$ cat src/rtl/cnn_pkg.sv
// Shared CNN accelerator definitions: bus widths, pixel type and pool-engine states.
package cnn_pkg;

    localparam int MEM_ADDR_SIZE = 20;
    localparam int DATA_SIZE     = 16;

    typedef logic signed [DATA_SIZE-1:0] pixel_t;

    typedef enum logic [2:0] {
        POOL_IDLE,
        POOL_RD0,
        POOL_RD1,
        POOL_RD2,
        POOL_RD3,
        POOL_CAP,
        POOL_WR,
        POOL_DONE
    } pool_state_t;

endpackage

$ cat src/rtl/pool_addr_gen.sv
// Address walker for 2x2 stride-2 pooling: q/r/c counters plus incremental
// source/destination pointers. The only multiply is S*S, taken once at start.
module pool_addr_gen #(
    parameter int AW = 20,
    parameter int DW = 16
) (
    input  logic          clk,
    input  logic          reset,
    input  logic          start,
    input  logic          advance,
    input  logic [AW-1:0] img_addr,
    input  logic [AW-1:0] out_addr,
    input  logic [DW-1:0] img_size,
    input  logic [DW-1:0] maps_count,
    output logic [AW-1:0] pix_addr,
    output logic [AW-1:0] row_stride,
    output logic [AW-1:0] wr_addr,
    output logic          last_pixel,
    output logic          degenerate
);

    logic [AW-1:0] map_base_q, map_base_d;
    logic [AW-1:0] row_base_q, row_base_d;
    logic [AW-1:0] pix_q, pix_d;
    logic [AW-1:0] dst_q, dst_d;
    logic [AW-1:0] s_q, s_d;
    logic [AW-1:0] sq_q, sq_d;
    logic [DW-1:0] h_q, h_d;
    logic [DW-1:0] maps_q, maps_d;
    logic [DW-1:0] q_q, q_d;
    logic [DW-1:0] r_q, r_d;
    logic [DW-1:0] c_q, c_d;
    logic [AW-1:0] size_aw;
    logic          q_last, r_last;

    // Casting to the address width first makes S*S wrap with the address space.
    assign size_aw    = AW'(img_size);
    assign degenerate = (img_size < DW'(2)) || (maps_count == '0);

    assign q_last     = (q_q == h_q - DW'(1));
    assign r_last     = (r_q == h_q - DW'(1));
    assign last_pixel = q_last && r_last && (c_q == maps_q - DW'(1));

    assign pix_addr   = pix_q;
    assign row_stride = s_q;
    assign wr_addr    = dst_q;

    // Load job geometry on start; step q, then r, then c after every write.
    always_comb begin
        map_base_d = map_base_q;
        row_base_d = row_base_q;
        pix_d      = pix_q;
        dst_d      = dst_q;
        s_d        = s_q;
        sq_d       = sq_q;
        h_d        = h_q;
        maps_d     = maps_q;
        q_d        = q_q;
        r_d        = r_q;
        c_d        = c_q;
        if (start) begin
            map_base_d = img_addr;
            row_base_d = img_addr;
            pix_d      = img_addr;
            dst_d      = out_addr;
            s_d        = size_aw;
            sq_d       = size_aw * size_aw;
            h_d        = img_size >> 1;
            maps_d     = maps_count;
            q_d        = '0;
            r_d        = '0;
            c_d        = '0;
        end else if (advance) begin
            dst_d = dst_q + AW'(1);
            if (!q_last) begin
                q_d   = q_q + DW'(1);
                pix_d = pix_q + AW'(2);
            end else if (!r_last) begin
                q_d        = '0;
                r_d        = r_q + DW'(1);
                row_base_d = row_base_q + {s_q[AW-2:0], 1'b0};
                pix_d      = row_base_q + {s_q[AW-2:0], 1'b0};
            end else begin
                // Jumping to the next map skips any dropped odd row/column.
                q_d        = '0;
                r_d        = '0;
                c_d        = c_q + DW'(1);
                map_base_d = map_base_q + sq_q;
                row_base_d = map_base_q + sq_q;
                pix_d      = map_base_q + sq_q;
            end
        end
    end

    // Walker state registers.
    always_ff @(posedge clk) begin
        if (reset) begin
            map_base_q <= '0;
            row_base_q <= '0;
            pix_q      <= '0;
            dst_q      <= '0;
            s_q        <= '0;
            sq_q       <= '0;
            h_q        <= '0;
            maps_q     <= '0;
            q_q        <= '0;
            r_q        <= '0;
            c_q        <= '0;
        end else begin
            map_base_q <= map_base_d;
            row_base_q <= row_base_d;
            pix_q      <= pix_d;
            dst_q      <= dst_d;
            s_q        <= s_d;
            sq_q       <= sq_d;
            h_q        <= h_d;
            maps_q     <= maps_d;
            q_q        <= q_d;
            r_q        <= r_d;
            c_q        <= c_d;
        end
    end

endmodule

$ cat src/rtl/cnn_max_pool.sv
// 2x2 stride-2 signed max-pooling engine: six-cycle-per-pixel FSM with a
// running max; all memory strobes and addresses are decoded from state.
module cnn_max_pool
    import cnn_pkg::pool_state_t, cnn_pkg::POOL_IDLE, cnn_pkg::POOL_RD0,
           cnn_pkg::POOL_RD1, cnn_pkg::POOL_RD2, cnn_pkg::POOL_RD3,
           cnn_pkg::POOL_CAP, cnn_pkg::POOL_WR, cnn_pkg::POOL_DONE;
#(
    parameter int MEM_ADDR_SIZE = cnn_pkg::MEM_ADDR_SIZE,
    parameter int DATA_SIZE     = cnn_pkg::DATA_SIZE
) (
    input  logic                     clk,
    input  logic                     reset,
    input  logic                     poolEnable,
    input  logic [MEM_ADDR_SIZE-1:0] imgAddr,
    input  logic [MEM_ADDR_SIZE-1:0] outAddr,
    input  logic [DATA_SIZE-1:0]     imgSize,
    input  logic [DATA_SIZE-1:0]     prevImagesCount,
    output logic                     memRdEn,
    output logic [MEM_ADDR_SIZE-1:0] memRdAddr,
    input  logic [DATA_SIZE-1:0]     memRdData,
    output logic                     memWrEn,
    output logic [MEM_ADDR_SIZE-1:0] memWrAddr,
    output logic [DATA_SIZE-1:0]     memWrData,
    output logic                     busy,
    output logic                     convORpoolDone
);

    pool_state_t                  state_q, state_d;
    logic signed [DATA_SIZE-1:0]  max_q, max_d;
    logic signed [DATA_SIZE-1:0]  rd_pixel;
    logic                         start, advance, last_pixel, degenerate;
    logic [MEM_ADDR_SIZE-1:0]     pix_addr, row_stride, wr_addr;

    assign rd_pixel = memRdData;
    assign start    = (state_q == POOL_IDLE) && poolEnable;
    assign advance  = (state_q == POOL_WR);

    pool_addr_gen #(
        .AW(MEM_ADDR_SIZE),
        .DW(DATA_SIZE)
    ) u_addr_gen (
        .clk       (clk),
        .reset     (reset),
        .start     (start),
        .advance   (advance),
        .img_addr  (imgAddr),
        .out_addr  (outAddr),
        .img_size  (imgSize),
        .maps_count(prevImagesCount),
        .pix_addr  (pix_addr),
        .row_stride(row_stride),
        .wr_addr   (wr_addr),
        .last_pixel(last_pixel),
        .degenerate(degenerate)
    );

    // Next-state: fixed RD0..WR pixel loop; empty jobs go straight to DONE.
    always_comb begin
        state_d = state_q;
        case (state_q)
            POOL_IDLE: if (poolEnable) state_d = degenerate ? POOL_DONE : POOL_RD0;
            POOL_RD0:  state_d = POOL_RD1;
            POOL_RD1:  state_d = POOL_RD2;
            POOL_RD2:  state_d = POOL_RD3;
            POOL_RD3:  state_d = POOL_CAP;
            POOL_CAP:  state_d = POOL_WR;
            POOL_WR:   state_d = last_pixel ? POOL_DONE : POOL_RD0;
            POOL_DONE: state_d = POOL_IDLE;
            default:   state_d = POOL_IDLE;
        endcase
    end

    // Running max: read data lags the strobe by one cycle, so RD1 seeds it.
    always_comb begin
        max_d = max_q;
        case (state_q)
            POOL_RD1: max_d = rd_pixel;
            POOL_RD2, POOL_RD3, POOL_CAP: if (rd_pixel > max_q) max_d = rd_pixel;
            default: max_d = max_q;
        endcase
    end

    // State and max registers.
    always_ff @(posedge clk) begin
        if (reset) begin
            state_q <= POOL_IDLE;
            max_q   <= '0;
        end else begin
            state_q <= state_d;
            max_q   <= max_d;
        end
    end

    // Moore output decode; addresses and data are forced to zero when unused.
    always_comb begin
        memRdEn        = 1'b0;
        memRdAddr      = '0;
        memWrEn        = 1'b0;
        memWrAddr      = '0;
        memWrData      = '0;
        convORpoolDone = 1'b0;
        busy           = (state_q != POOL_IDLE);
        case (state_q)
            POOL_RD0: begin
                memRdEn   = 1'b1;
                memRdAddr = pix_addr;
            end
            POOL_RD1: begin
                memRdEn   = 1'b1;
                memRdAddr = pix_addr + MEM_ADDR_SIZE'(1);
            end
            POOL_RD2: begin
                memRdEn   = 1'b1;
                memRdAddr = pix_addr + row_stride;
            end
            POOL_RD3: begin
                memRdEn   = 1'b1;
                memRdAddr = pix_addr + row_stride + MEM_ADDR_SIZE'(1);
            end
            POOL_WR: begin
                memWrEn   = 1'b1;
                memWrAddr = wr_addr;
                memWrData = max_q;
            end
            POOL_DONE: convORpoolDone = 1'b1;
            default: ;
        endcase
    end

endmodule

$ cat config.mk
export PLATFORM = sky130hd
export DESIGN_NAME = cnn_max_pool
export DESIGN_NICKNAME = d
export VERILOG_FILES = /design/src/rtl/cnn_pkg.sv /design/src/rtl/pool_addr_gen.sv /design/src/rtl/cnn_max_pool.sv
export SDC_FILE = /design/constraint.sdc
export NUM_CORES = 1
export LEC_CHECK = 0
export BUFFER_PORTS_ARGS = -buffer_cell sky130_fd_sc_hd__buf_2
export CAP_MARGIN = 25
export CORE_MARGIN = 1.5
export CORE_UTILIZATION = 55
export CTS_CLUSTER_SIZE = 25
export DETAILED_ROUTE_END_ITERATION = 10
export PLACE_DENSITY = 0.74
export REMOVE_ABC_BUFFERS = 1
export SYNTH_ARGS = -nofsm -noshare
export SYNTH_HDL_FRONTEND = slang
export SYNTH_SLANG_ARGS = --single-unit
export TNS_END_PERCENT = 100
$ cat constraint.sdc
create_clock -name clk -period 22.9 [get_ports clk]
set_input_delay 4.58 -clock clk [delete_from_list [all_inputs] [get_ports clk]]
set_output_delay 4.58 -clock clk [all_outputs]
set_load 0.01 [all_outputs]
==> summary.txt <==
Run status
  – Status: completed

Global routing
  – Maximum number of pins on one net before global-route repair: 95
  – Total congestion overflow: 0
  – Initial antenna violation count: 1
  – Overall track demand over capacity in global routing: 28.2%
  – Vias in the first global route: 16700
  – Wire length of the first global-routing pass: 82600 um

Layout
  – Total area of sequential cells: 3940 um^2
  – Multi-input logic area: 13800 um^2
  – Post-Layout Cell Count: 2992
  – Filler cells: 3113
  – P&R area growth vs syn: 8.32%
  – Ratio of cells with drive above 1 in the final layout: 9.82%
  – Net count, final: 2864

Critical path
  – Startpoint of the worst register-to-register path: u_addr_gen.row_stride[7]
  – Buf/Inv on CP: 7
  – Stage delay of the slowest cell on the critical path: 0.52 ns
  – Master of the slowest instance on the critical path: sky130_fd_sc_hd__fa_1
  – Arrival time at the worst endpoint: 10.59 ns
  – Capturing element of the worst setup path: u_addr_gen.sq_q[19]
  – Category of the worst setup path launch point: primary input
  – Cells traversed along the worst timing path: buf_2, and2_1, inv_1, fa_1, fa_1, inv_1, fa_1, inv_1, fa_1, inv_1, fa_1, inv_1, fa_1, inv_1, ha_1, and3_1, a21oi_1, o21ai_0, or4_1, a41oi_1, o21bai_1, a21oi_1, xnor2_1, a22o_1
  – Required time worst endpoint: 23.24 ns
  – Capturing point of the worst reg2reg path: u_addr_gen.c_q[14]
  – Crit path from: imgSize[1]
  – Worst Setup Path Type: primary input to flip-flop
  – Category of the worst setup path capture point: flip-flop
  – Number of gates on the worst path with buffers counted: 24
  – Register-to-register setup slack: 17.99 ns
  – Maximum fanout along the worst path: 23
  – Cell class contributing the biggest share of worst-path delay: adder cells
  – FF-to-FF path depth: 14

Timing
  – F_max: 97.6 MHz
  – Finish-stage setup viols: 0
  – Clock skew after layout: 0.00972 ns
  – Transition time at the pin with the least slew margin: 1.01 ns
  – Slew Limit Headroom: 32.5%
  – Fraction of the cycle the final worst path needs: 44.8%
  – Setup repair after global routing missed its margin: no
  – Total Neg Setup Slack: 0 ns
  – Total count of max-transition violations in the final report: 0
  – Period minus WS final: 10.25 ns
  – Hold Violations, Final: 0

Drt
  – Detailed-routing iteration count for the pre-antenna-repair pass: 5
  – Detailed Route WL: 50400 um
  – Iter 0 DRT Violations: 1018
  – Routed Antenna Nets: 0
  – Routed len/inst: 16.8 um
  – Detailed-route vias per instance: 5.79
  – Final routed DRC violation total: 0
  – Total via count after detailed routing: 17300

Yosys
  – Proportion of netlist area held by the largest area contributor: 20.5%
  – Count of cell types in the netlist: 84
  – Most used flip-flop cell after synthesis: sky130_fd_sc_hd__dfxtp_1
  – Top cells by area, synth: sky130_fd_sc_hd__dfxtp_1 21%, sky130_fd_sc_hd__fa_1 12%, sky130_fd_sc_hd__ha_1 8.8%, sky130_fd_sc_hd__xnor2_1 5.9%, sky130_fd_sc_hd__nand2_1 5.6%
  – Number of synthesized register bits: 197
  – Number of flops mapped to enable cells by yosys: 0
  – Most instantiated cells after synthesis: 288 x sky130_fd_sc_hd__nand2_1, 252 x sky130_fd_sc_hd__inv_1, 204 x sky130_fd_sc_hd__nor2_1
  – Warnings from Yosys: 0
  – Area of the mapped netlist: 19200 um^2
  – Mapped Cells: 2459
  – Count leader, synth: sky130_fd_sc_hd__nand2_1
  – Mean cell area of the mapped netlist: 7.82 um^2
  – Leading area contributor after synthesis: sky130_fd_sc_hd__dfxtp_1
  – Fraction of the yosys area taken by sequential cells: 20.5%
  – Post-synth ARST share: 0%

Pwr
  – Power density relative to cell area: 88.9 nW/um^2
  – Peak VDD IR: 0.0751 mV
  – Leakage power: 9.12 nW

Die
  – Die X-Extent: 190 um
  – I/O pin cnt: 151
  – Effective utilization at floorplan: 55.8%
  – Core Box Area: 34500 um^2
  – Floorplan row count: 68
  – Die outline area: 36100 um^2
  – Vertical extent of the die: 190 um

Place
  – Routability congestion estimate from global placement: 0.928
  – Cell Count Post-Placement: 2959
  – Post-DP HPWL: 38800 um
  – Quantity of I/O buffers inserted on ports: 150

Min path
  – Kind of path behind the tightest hold check: flip-flop to flip-flop

Clock network
  – Number of sinks handled by clock tree synthesis: 197
  – Setup Buffers After CTS: 0
  – Htree depth: 4
  – CTS Hold Bufs: 0
  – Number of gates resized after cts: 0
  – Buffers from clock root to sink, at most: 2
  – Num CTS Buffers: 17
  – Clock root cell: sky130_fd_sc_hd__clkbuf_16
  – Clock Latency Late Sink: 0.45 ns
  – Clock slew at the register clock pins of the worst setup and hold paths: 0.07 ns
  – CTS tree: yes

Run
  – Number of maximum-capacitance constraint violations: 0
-- worst min path at each step --
stage	startpoint	end	slack (ns)	depth (start not counted)
after floorplan	u_addr_gen.row_base_q[0]	u_addr_gen.row_base_q[0]	0.43	1
final	u_addr_gen.sq_q[15]	u_addr_gen.sq_q[15]	0.46	2
after global routing	u_addr_gen.sq_q[15]	u_addr_gen.sq_q[15]	0.48	2
after global placement	u_addr_gen.row_base_q[0]	u_addr_gen.row_base_q[0]	0.44	1
after detailed placement	u_addr_gen.row_base_q[0]	u_addr_gen.row_base_q[0]	0.45	1
after CTS	u_addr_gen.sq_q[16]	u_addr_gen.sq_q[16]	0.46	2
-- cell families after synthesis --
| family | synth area share, % |
|---|---|
| AOI/OAI and AO/OA | 16.7 |
| xor gates and xnor gates | 10.2 |
| muxes | 3.09 |
| DFF | 20.5 |
| and+or+nand+nor | 21.2 |
| buffers and inverters | 7.67 |
| adders and majority gates | 20.6 |
-- cell type report --
cell class              instances  area share (%)
multi-input cells            1881            66.4
flip-flops and latches        197            18.9
inverters                     253            4.56
repair buffers                174            4.52
well taps                     455            2.73
clock buffers                  18            2.06
clock inverters                12           0.745
diodes                          2          0.0240
-- flip-flops by register name, summed over array words and instances, names as in the netlist, 15 cells and up --
signal / cells
u_addr_gen.sq_q: 19
u_addr_gen.maps_q: 16
u_addr_gen.pix_addr: 20
u_addr_gen.row_base_q: 20
u_addr_gen.q_q: 16
max_q: 16
u_addr_gen.map_base_q: 20
u_addr_gen.row_stride: 15
u_addr_gen.wr_addr: 20
u_addr_gen.c_q: 16
u_addr_gen.r_q: 16
-- cell usage in the layout, fill, tap and decap left out, types with 19 or more instances in the layout --
cell and instances:
sky130_fd_sc_hd__nand2_1 287, sky130_fd_sc_hd__inv_1 252, sky130_fd_sc_hd__nor2_1 204, sky130_fd_sc_hd__dfxtp_1 197
sky130_fd_sc_hd__a21oi_1 182, sky130_fd_sc_hd__buf_2 149, sky130_fd_sc_hd__ha_1 136, sky130_fd_sc_hd__xnor2_1 130
sky130_fd_sc_hd__fa_1 113, sky130_fd_sc_hd__o21ai_0 87, sky130_fd_sc_hd__xor2_1 84, sky130_fd_sc_hd__and2_1 60
sky130_fd_sc_hd__nand3_1 56, sky130_fd_sc_hd__mux2i_1 47, sky130_fd_sc_hd__nor3_1 42, sky130_fd_sc_hd__or3_1 38
sky130_fd_sc_hd__a211oi_1 35, sky130_fd_sc_hd__nand4_1 33, sky130_fd_sc_hd__a21o_1 32, sky130_fd_sc_hd__and3_1 25
sky130_fd_sc_hd__buf_4 24, sky130_fd_sc_hd__o21bai_1 23, sky130_fd_sc_hd__nor4_1 20, sky130_fd_sc_hd__a22oi_1 20
sky130_fd_sc_hd__nor2b_1 19
-- per-stage QoR --
step / hold slack (ns) / setup WS (ns) / power [mW] / cell area [um^2] / util [%]
6_report: 0.459 / 12.65 / 1.85 / 20800 / 60.5
5_1_grt: 0.480 / 12.32 / 2.03 / 20800 / 60.4
4_1_cts: 0.461 / 12.68 / 1.86 / 20800 / 60.4
3_5_place_dp: 0.449 / 12.20 / 1.55 / 20200 / 58.7
3_3_place_gp: 0.445 / 12.33 / 1.51 / 20200 / 58.7
2_1_floorplan: 0.426 / 12.94 / 1.30 / 18700 / -
-- worst register-to-register path, cell delays in order (launching register included) --
cell and delay [ns]:
sky130_fd_sc_hd__dfxtp_1 0.37, sky130_fd_sc_hd__buf_4 0.21, sky130_fd_sc_hd__or4_4 0.56, sky130_fd_sc_hd__or3_1 0.34, sky130_fd_sc_hd__or3_1 0.49, sky130_fd_sc_hd__o21ai_2 0.17
sky130_fd_sc_hd__a41oi_2 0.17, sky130_fd_sc_hd__or4_1 0.55, sky130_fd_sc_hd__buf_4 0.27, sky130_fd_sc_hd__nor2_4 0.35, sky130_fd_sc_hd__and2_1 0.19, sky130_fd_sc_hd__buf_4 0.36
sky130_fd_sc_hd__nand3_1 0.28, sky130_fd_sc_hd__or3_1 0.40, sky130_fd_sc_hd__a21oi_1 0.14
-- metal layers --
metal	global-route usage, %	routed length [um]	vias to the layer above
li1	-	-	8447
met1	36.3	22300	8284
met2	48.4	23800	521
met3	2.69	2540	78
met4	11.4	1780	0
met5	0	0	-
-- where the power goes --
group | internal (mW) | leakage, nW | switching, mW
Combinational | 0.491 | 7.23 | 0.634
Sequential | 0.378 | 1.61 | 0.0392
Clock | 0.171 | 0.282 | 0.138
Note: power is estimated with default switching activity, not from simulation.
